[src/rtl/sha256_job_scheduler.sv]
// Job FIFO, round-robin dispatch and completion reporting for a bank of simplified_sha256 engines.
// Optional build macro SHA_SCHED_PERF_EN adds the perf_jobs completion counter output.
module sha256_job_scheduler #(
  parameter  int unsigned NUM_ENGINES = 2,
  parameter  int unsigned JOB_DEPTH   = 4,
  localparam int unsigned ENG_W       = (NUM_ENGINES > 1) ? $clog2(NUM_ENGINES) : 1
) (
  input  logic                      clk,
  input  logic                      reset_n,
  input  logic                      job_valid,
  output logic                      job_ready,
  input  logic [15:0]               job_msg_addr,
  input  logic [15:0]               job_out_addr,
  output logic [NUM_ENGINES-1:0]    eng_start,
  output logic [16*NUM_ENGINES-1:0] eng_message_addr,
  output logic [16*NUM_ENGINES-1:0] eng_output_addr,
  input  logic [NUM_ENGINES-1:0]    eng_done,
  output logic                      cmp_valid,
  input  logic                      cmp_ready,
  output logic [ENG_W-1:0]          cmp_engine,
  output logic [15:0]               cmp_out_addr,
`ifdef SHA_SCHED_PERF_EN
  output logic [31:0]               perf_jobs,
`endif
  output logic                      idle
);

  localparam int unsigned AW    = 16;
  localparam int unsigned PTR_W = $clog2(JOB_DEPTH);
  localparam int unsigned CNT_W = PTR_W + 1;

  typedef struct packed {
    logic [AW-1:0] msg_addr;
    logic [AW-1:0] out_addr;
  } job_t;

  job_t                   r_fifo [JOB_DEPTH];
  logic [PTR_W-1:0]       r_wr_ptr, r_rd_ptr;
  logic [CNT_W-1:0]       r_count;
  logic [NUM_ENGINES-1:0] r_busy, r_seen_low, r_pending;
  logic [ENG_W-1:0]       r_rr_disp, r_rr_cmp;

  logic                   w_full, w_empty, w_push, w_pop;
  logic                   w_disp_found, w_cmp_found;
  logic [ENG_W-1:0]       w_disp_idx, w_cmp_idx;
  logic [NUM_ENGINES-1:0] w_free, w_disp_oh, w_finish, w_cmp_clr;
  logic [AW-1:0]          w_cmp_addr;
  job_t                   w_head;

  function automatic logic [ENG_W-1:0] f_wrap_inc(input logic [ENG_W-1:0] idx);
    return (32'(idx) + 32'd1 >= NUM_ENGINES) ? '0 : ENG_W'(32'(idx) + 32'd1);
  endfunction

  // First set bit of mask at or after start, scanning upward with wrap; MSB = found.
  function automatic logic [ENG_W:0] f_pick(input logic [NUM_ENGINES-1:0] mask,
                                            input logic [ENG_W-1:0]       start);
    logic [ENG_W:0]         res;
    logic [NUM_ENGINES-1:0] sh;
    int unsigned            idx;
    res = '0;
    for (int k = NUM_ENGINES - 1; k >= 0; k--) begin
      idx = 32'(start) + 32'(k);
      if (idx >= NUM_ENGINES) idx = idx - NUM_ENGINES;
      sh = mask >> idx;
      if (sh[0]) res = {1'b1, ENG_W'(idx)};
    end
    return res;
  endfunction

  always_comb begin
    w_full                      = (r_count == CNT_W'(JOB_DEPTH));
    w_empty                     = (r_count == '0);
    w_free                      = ~r_busy & ~r_pending;
    {w_disp_found, w_disp_idx}  = f_pick(w_free, r_rr_disp);
    {w_cmp_found, w_cmp_idx}    = f_pick(r_pending, r_rr_cmp);
    w_push                      = job_valid && !w_full;
    w_pop                       = !w_empty && w_disp_found;
    w_disp_oh                   = w_pop ? (NUM_ENGINES'(1) << w_disp_idx) : '0;
    // Done is still high during the start pulse, so a finish needs a low phase first.
    w_finish                    = r_busy & r_seen_low & eng_done & ~eng_start;
    w_cmp_clr                   = (cmp_valid && cmp_ready) ? (NUM_ENGINES'(1) << cmp_engine) : '0;
    w_head                      = r_fifo[r_rd_ptr];
    w_cmp_addr                  = '0;
    for (int i = 0; i < NUM_ENGINES; i++) begin
      if (ENG_W'(i) == w_cmp_idx) w_cmp_addr = eng_output_addr[i*AW +: AW];
    end
  end

  assign job_ready = !w_full;
  assign idle      = w_empty && (r_busy == '0) && (r_pending == '0) && !cmp_valid;

  always_ff @(posedge clk) begin
    if (w_push) r_fifo[r_wr_ptr] <= {job_msg_addr, job_out_addr};
  end

  always_ff @(posedge clk) begin
    if (!reset_n) begin
      r_wr_ptr         <= '0;
      r_rd_ptr         <= '0;
      r_count          <= '0;
      r_busy           <= '0;
      r_seen_low       <= '0;
      r_pending        <= '0;
      r_rr_disp        <= '0;
      r_rr_cmp         <= '0;
      eng_start        <= '0;
      eng_message_addr <= '0;
      eng_output_addr  <= '0;
      cmp_valid        <= 1'b0;
      cmp_engine       <= '0;
      cmp_out_addr     <= '0;
    end else begin
      if (w_push) r_wr_ptr <= r_wr_ptr + PTR_W'(1);
      if (w_pop)  r_rd_ptr <= r_rd_ptr + PTR_W'(1);
      r_count    <= r_count + CNT_W'(w_push) - CNT_W'(w_pop);
      eng_start  <= w_disp_oh;
      r_busy     <= (r_busy | w_disp_oh) & ~w_finish;
      r_seen_low <= (r_seen_low | (r_busy & ~eng_done & ~eng_start)) & ~w_disp_oh;
      r_pending  <= (r_pending | w_finish) & ~w_cmp_clr;
      if (w_pop) r_rr_disp <= f_wrap_inc(w_disp_idx);
      for (int i = 0; i < NUM_ENGINES; i++) begin
        if (w_disp_oh[i]) begin
          eng_message_addr[i*AW +: AW] <= w_head.msg_addr;
          eng_output_addr[i*AW +: AW]  <= w_head.out_addr;
        end
      end
      if (!cmp_valid) begin
        if (w_cmp_found) begin
          cmp_valid    <= 1'b1;
          cmp_engine   <= w_cmp_idx;
          cmp_out_addr <= w_cmp_addr;
        end
      end else if (cmp_ready) begin
        cmp_valid <= 1'b0;
        r_rr_cmp  <= f_wrap_inc(cmp_engine);
      end
    end
  end

`ifdef SHA_SCHED_PERF_EN
  always_ff @(posedge clk) begin
    if (!reset_n)                     perf_jobs <= '0;
    else if (cmp_valid && cmp_ready)  perf_jobs <= perf_jobs + 32'd1;
  end
`endif

endmodule

[config.mk]
export PLATFORM = sky130hd
export DESIGN_NAME = sha256_job_scheduler
export DESIGN_NICKNAME = d
export VERILOG_FILES = /design/src/rtl/sha256_job_scheduler.sv
export SDC_FILE = /design/constraint.sdc
export NUM_CORES = 1
export LEC_CHECK = 0
export BUFFER_PORTS_ARGS = -buffer_cell sky130_fd_sc_hd__buf_2
export CORE_MARGIN = 2
export CORE_UTILIZATION = 51
export CTS_BUF_LIST = sky130_fd_sc_hd__clkbuf_8
export DETAILED_ROUTE_END_ITERATION = 6
export PLACE_DENSITY = 0.8
export SLEW_MARGIN = 20
export SYNTH_ARGS = -nofsm -noshare
export SYNTH_HDL_FRONTEND = slang
export SYNTH_SLANG_ARGS = --single-unit
[constraint.sdc]
create_clock -name clk -period 2.1 [get_ports clk]
set_input_delay 0.105 -clock clk [delete_from_list [all_inputs] [get_ports clk]]
set_output_delay 0.105 -clock clk [all_outputs]
set_load 0.005 [all_outputs]
==> results by group <==
Setup path
  – Data required, critical path: approximately 2.5 ns
  – Critical path launch point: r_count[1]$_SDFF_PN0_
  – Reg2reg path depth: 10
  – RR Startpoint: r_count[1]$_SDFF_PN0_
  – CP Launch Type: flop
  – Crit path to: r_count[2]$_SDFF_PN0_
  – Crit-path max FO: 4
  – Crit path capture type: flop
  – FF-to-FF setup slack: -0.004 ns
  – Reg-to-reg endpoint: r_count[2]$_SDFF_PN0_
  – Kind of critical path: flop to flop
  – Critical Path AT: approximately 2.5 ns

Job
  – MaxCap Viol Count: 0

Detailed routing
  – Initial DRT Pass Iterations: 6
  – ANT nets after route: 0
  – Routed wire length: around 19000 microns
  – Wire length per cell: approximately 18 microns
  – Initial drt markers: between 400 and 500
  – Residual DRC count: 0
  – Via Count: between 5k and 6k
  – Vias/cell: 5.366

Pwr
  – Comb power frac: ~34%
  – NetSw: 4818 uW
  – Power density over cell area: between 1000 and 1500 nW/um^2
  – Clock power share: around 22%
  – Leakage power: 0.004136 uW
  – Sequential share of power: 44.1%
  – Switching share of power: between 30% and 40%
  – Power Internal: roughly 9400 uW
  – Peak VDD IR: between 0.0007 and 0.0008 V

Placed design
  – Dpl ws: -0.03188 ns
  – Dpl hpwl: between 10000 and 15000 microns
  – Routability cong.: between 0.8 and 0.9
  – Placed Instances: 954
  – DP Area: 9493 sq um
  – # port buffers: 123

Worst hold path
  – Min-delay worst type: input port to flop

STA
  – Setup ws final: -0.003561 ns
  – Max Transition Viols Final: 0
  – Max Fclk: between 400 and 500 MHz
  – Final setup violating endpoints: 1
  – RSZ-0062 raised after global routing: yes
  – Relative slew slack: 52.88%
  – Crit path time final: between 2 and 2.5 ns
  – Clock Skew: between 0.02 and 0.025 ns
  – Final hold viol count: 0
  – Worst Tran Pin Value: 0.7046 ns
  – Period utilization: 100.2%

Yosys
  – Syn. warnings: 0
  – Synth top area share: 45.13%
  – Most used DFF post-synth: edfxtp_1
  – Syn Nets: about 660
  – Sequential area share after synthesis: between 60% and 70%
  – Top cells by area, synth: edfxtp_1 45%, dfxtp_1 24%, mux4_2 8.5%, nand2_1 5.5%, a21oi_1 3.6%
  – Cells after Synth: about 620
  – Ys async rst share: 0%
  – Synth cell types: 42
  – Count leader, synth: edfxtp_1
  – Avg Cell Area, Syn: 13.78 sq um
  – Synth Cell Area: 8517 sq um
  – Synth Register Bits: ~230
  – EDFF count, synth: between 100 and 150
  – Commonest cells in the netlist: 128 x edfxtp_1, 124 x nand2_1, 101 x dfxtp_1
  – Largest area contributor in the netlist: edfxtp_1

Clocking
  – CTS H-tree lvls: 2
  – Clock transition at path regs: around 0.06 ns
  – Clock Latency Late Sink: between 0.5 and 0.6 ns
  – TritonCTS buffer count: 35
  – Clock root buffer master: clkbuf_8
  – Post-CTS setup buffer count: 0
  – Clock Sinks: between 200 and 250
  – CTS tree: done
  – Max clock buf depth: 3

Status
  – Status: finished with violations
  – Failing checks: setup timing

GRT
  – Vias in the first global route: 5809
  – GRT Util Overall: between 20% and 30%
  – First-pass GRT wire length: roughly 30000 microns
  – GRT overflow: 0
  – Initial antenna violation count: 0
  – Largest net degree at the start of global routing: 34

Floorplanning
  – DIE AREA: roughly 18000 sq um
  – Site Rows: 47
  – Die X: about 130 microns
  – Die span in y: between 100 and 150 microns
  – Initial core utilization: 51.72%
  – Core area: about 16000 sq um
  – IO Pins: about 120

Cells and area
  – ANT cells: 0
  – Multi-input logic area: ~2500 sq um
  – Share of cells above drive strength 1: 32.09%
  – Finished Layout Cells: about 1.1k
  – Synth-to-Final Area Change: 23.64%
  – Fin area: about 11000 sq um
  – Post-layout util: approximately 64%
  – Net count, final: roughly 860
  – Fill cells: roughly 1.2k
  – Storage cell area: 5871 sq um
[cell families after synthesis]
family          Yosys count  share of synthesized area [%]
buf+inv                  47                          2.909
xor+xnor                  5                         0.5142
flops                   229                          68.87
compound gates           98                          7.008
fa+ha+maj                 7                          1.116
simple gates            184                          9.241
mux                      48                          10.34
[how the worst min path moves through the flow]
stage / startpoint / to / slack [ns] / cells past startpoint
2_1_floorplan: job_out_addr[0] / r_fifo[0][0]$_DFFE_PP_ / 0.20 / 0
3_3_place_gp: job_out_addr[4] / r_fifo[2][4]$_DFFE_PP_ / 0.31 / 1
3_5_place_dp: job_out_addr[4] / r_fifo[3][4]$_DFFE_PP_ / 0.32 / 1
4_1_cts: job_valid / r_wr_ptr[1]$_SDFFE_PN0P_ / 0.07 / 5
5_1_grt: job_valid / r_wr_ptr[1]$_SDFFE_PN0P_ / 0.13 / 5
6_report: job_valid / r_wr_ptr[1]$_SDFFE_PN0P_ / 0.10 / 5
[metal layers]
metal | up-vias | wire (microns) | share of wire [%] | GRT usage (%)
met5 | - | 0 | 0 | 0
met4 | 0 | 486 | 2.6 | 8.097
met2 | 230 | 9829 | 52 | 38.17
met1 | 2760 | 7353 | 39 | 25.87
li1 | 2608 | - | - | -
met3 | 47 | 1271 | 6.7 | 4.909
[registers in the layout (all words and copies together), names as in the netlist, 2 cells and up, named ones only]
| register | flops |
|---|---|
| r_fifo | 128 |
| eng_message_addr | 32 |
| eng_output_addr | 32 |
| cmp_out_addr | 16 |
| r_count | 3 |
| eng_start | 2 |
| r_busy | 2 |
| r_pending | 2 |
| r_rd_ptr | 2 |
| r_seen_low | 2 |
| r_wr_ptr | 2 |
[final cells by class]
| class | instances | share of cell area [%] |
|---|---|---|
| clock inverters | 22 | 0.8674 |
| clock buffers | 37 | 4.836 |
| flip-flops and latches | 229 | 55.75 |
| multi-input cells | 342 | 23.50 |
| well taps | 220 | 2.614 |
| inverters | 10 | 0.3802 |
| repair buffers | 192 | 12.05 |
[metrics by stage]
step | total power, uW | setup TNS [ns] | hold slack (ns)
finish | 14240 | -0.003561 | 0.1049
global route | 15020 | -0.1028 | 0.1339
CTS | 14140 | 0 | 0.06919
detailed placement | 10910 | -0.04445 | 0.3188
global placement | 10700 | 0 | 0.3149
floorplan | 9161 | 0 | 0.2039
[power by group through the flow]
| stage | Clock [uW] | Combinational, uW | Sequential [uW] |
|---|---|---|---|
| 2_1_floorplan | 0 | 2900 | 6270 |
| 3_3_place_gp | 0 | 4440 | 6270 |
| 3_5_place_dp | 0 | 4580 | 6330 |
| 4_1_cts | 3240 | 4660 | 6240 |
| 5_1_grt | 3450 | 5210 | 6350 |
| 6_report | 3190 | 4770 | 6280 |
[cells in the final DEF, fill, tap and decap left out, types with 4 or more instances in the layout]
master         count
nand2_2            8
buf_4             27
edfxtp_1         128
nor2_1            26
clkinv_2           4
ha_1               4
a21oi_2           10
nand2_1          124
and3_1             4
dfxtp_1           97
a211oi_1          16
a21oi_1           60
mux4_2            32
mux2i_1           16
inv_1             22
nor2b_1            4
nand3_1            4
clkbuf_8          37
dfxtp_2            4
buf_2            123
dlygate4sd3_1     39
[worst max-delay path: stages (launching register included)]
cell and delay [ns]:
dfxtp_2 0.35, or3b_4 0.38, and2_4 0.16, inv_4 0.07, ha_4 0.12, inv_1 0.05
ha_4 0.16, fa_2 0.37, xnor2_2 0.15, xnor2_1 0.13, nor2_1 0.05
[what timing repair did]
item | CTS | global route
resized for setup | 1 | 8
hold endpoints to repair | 138 | 0
pin swaps | 2 | 2
endpoints found under the setup margin | 2 | 3
hold buffers | 39 | 0
Note: power is estimated with default switching activity, not from simulation.
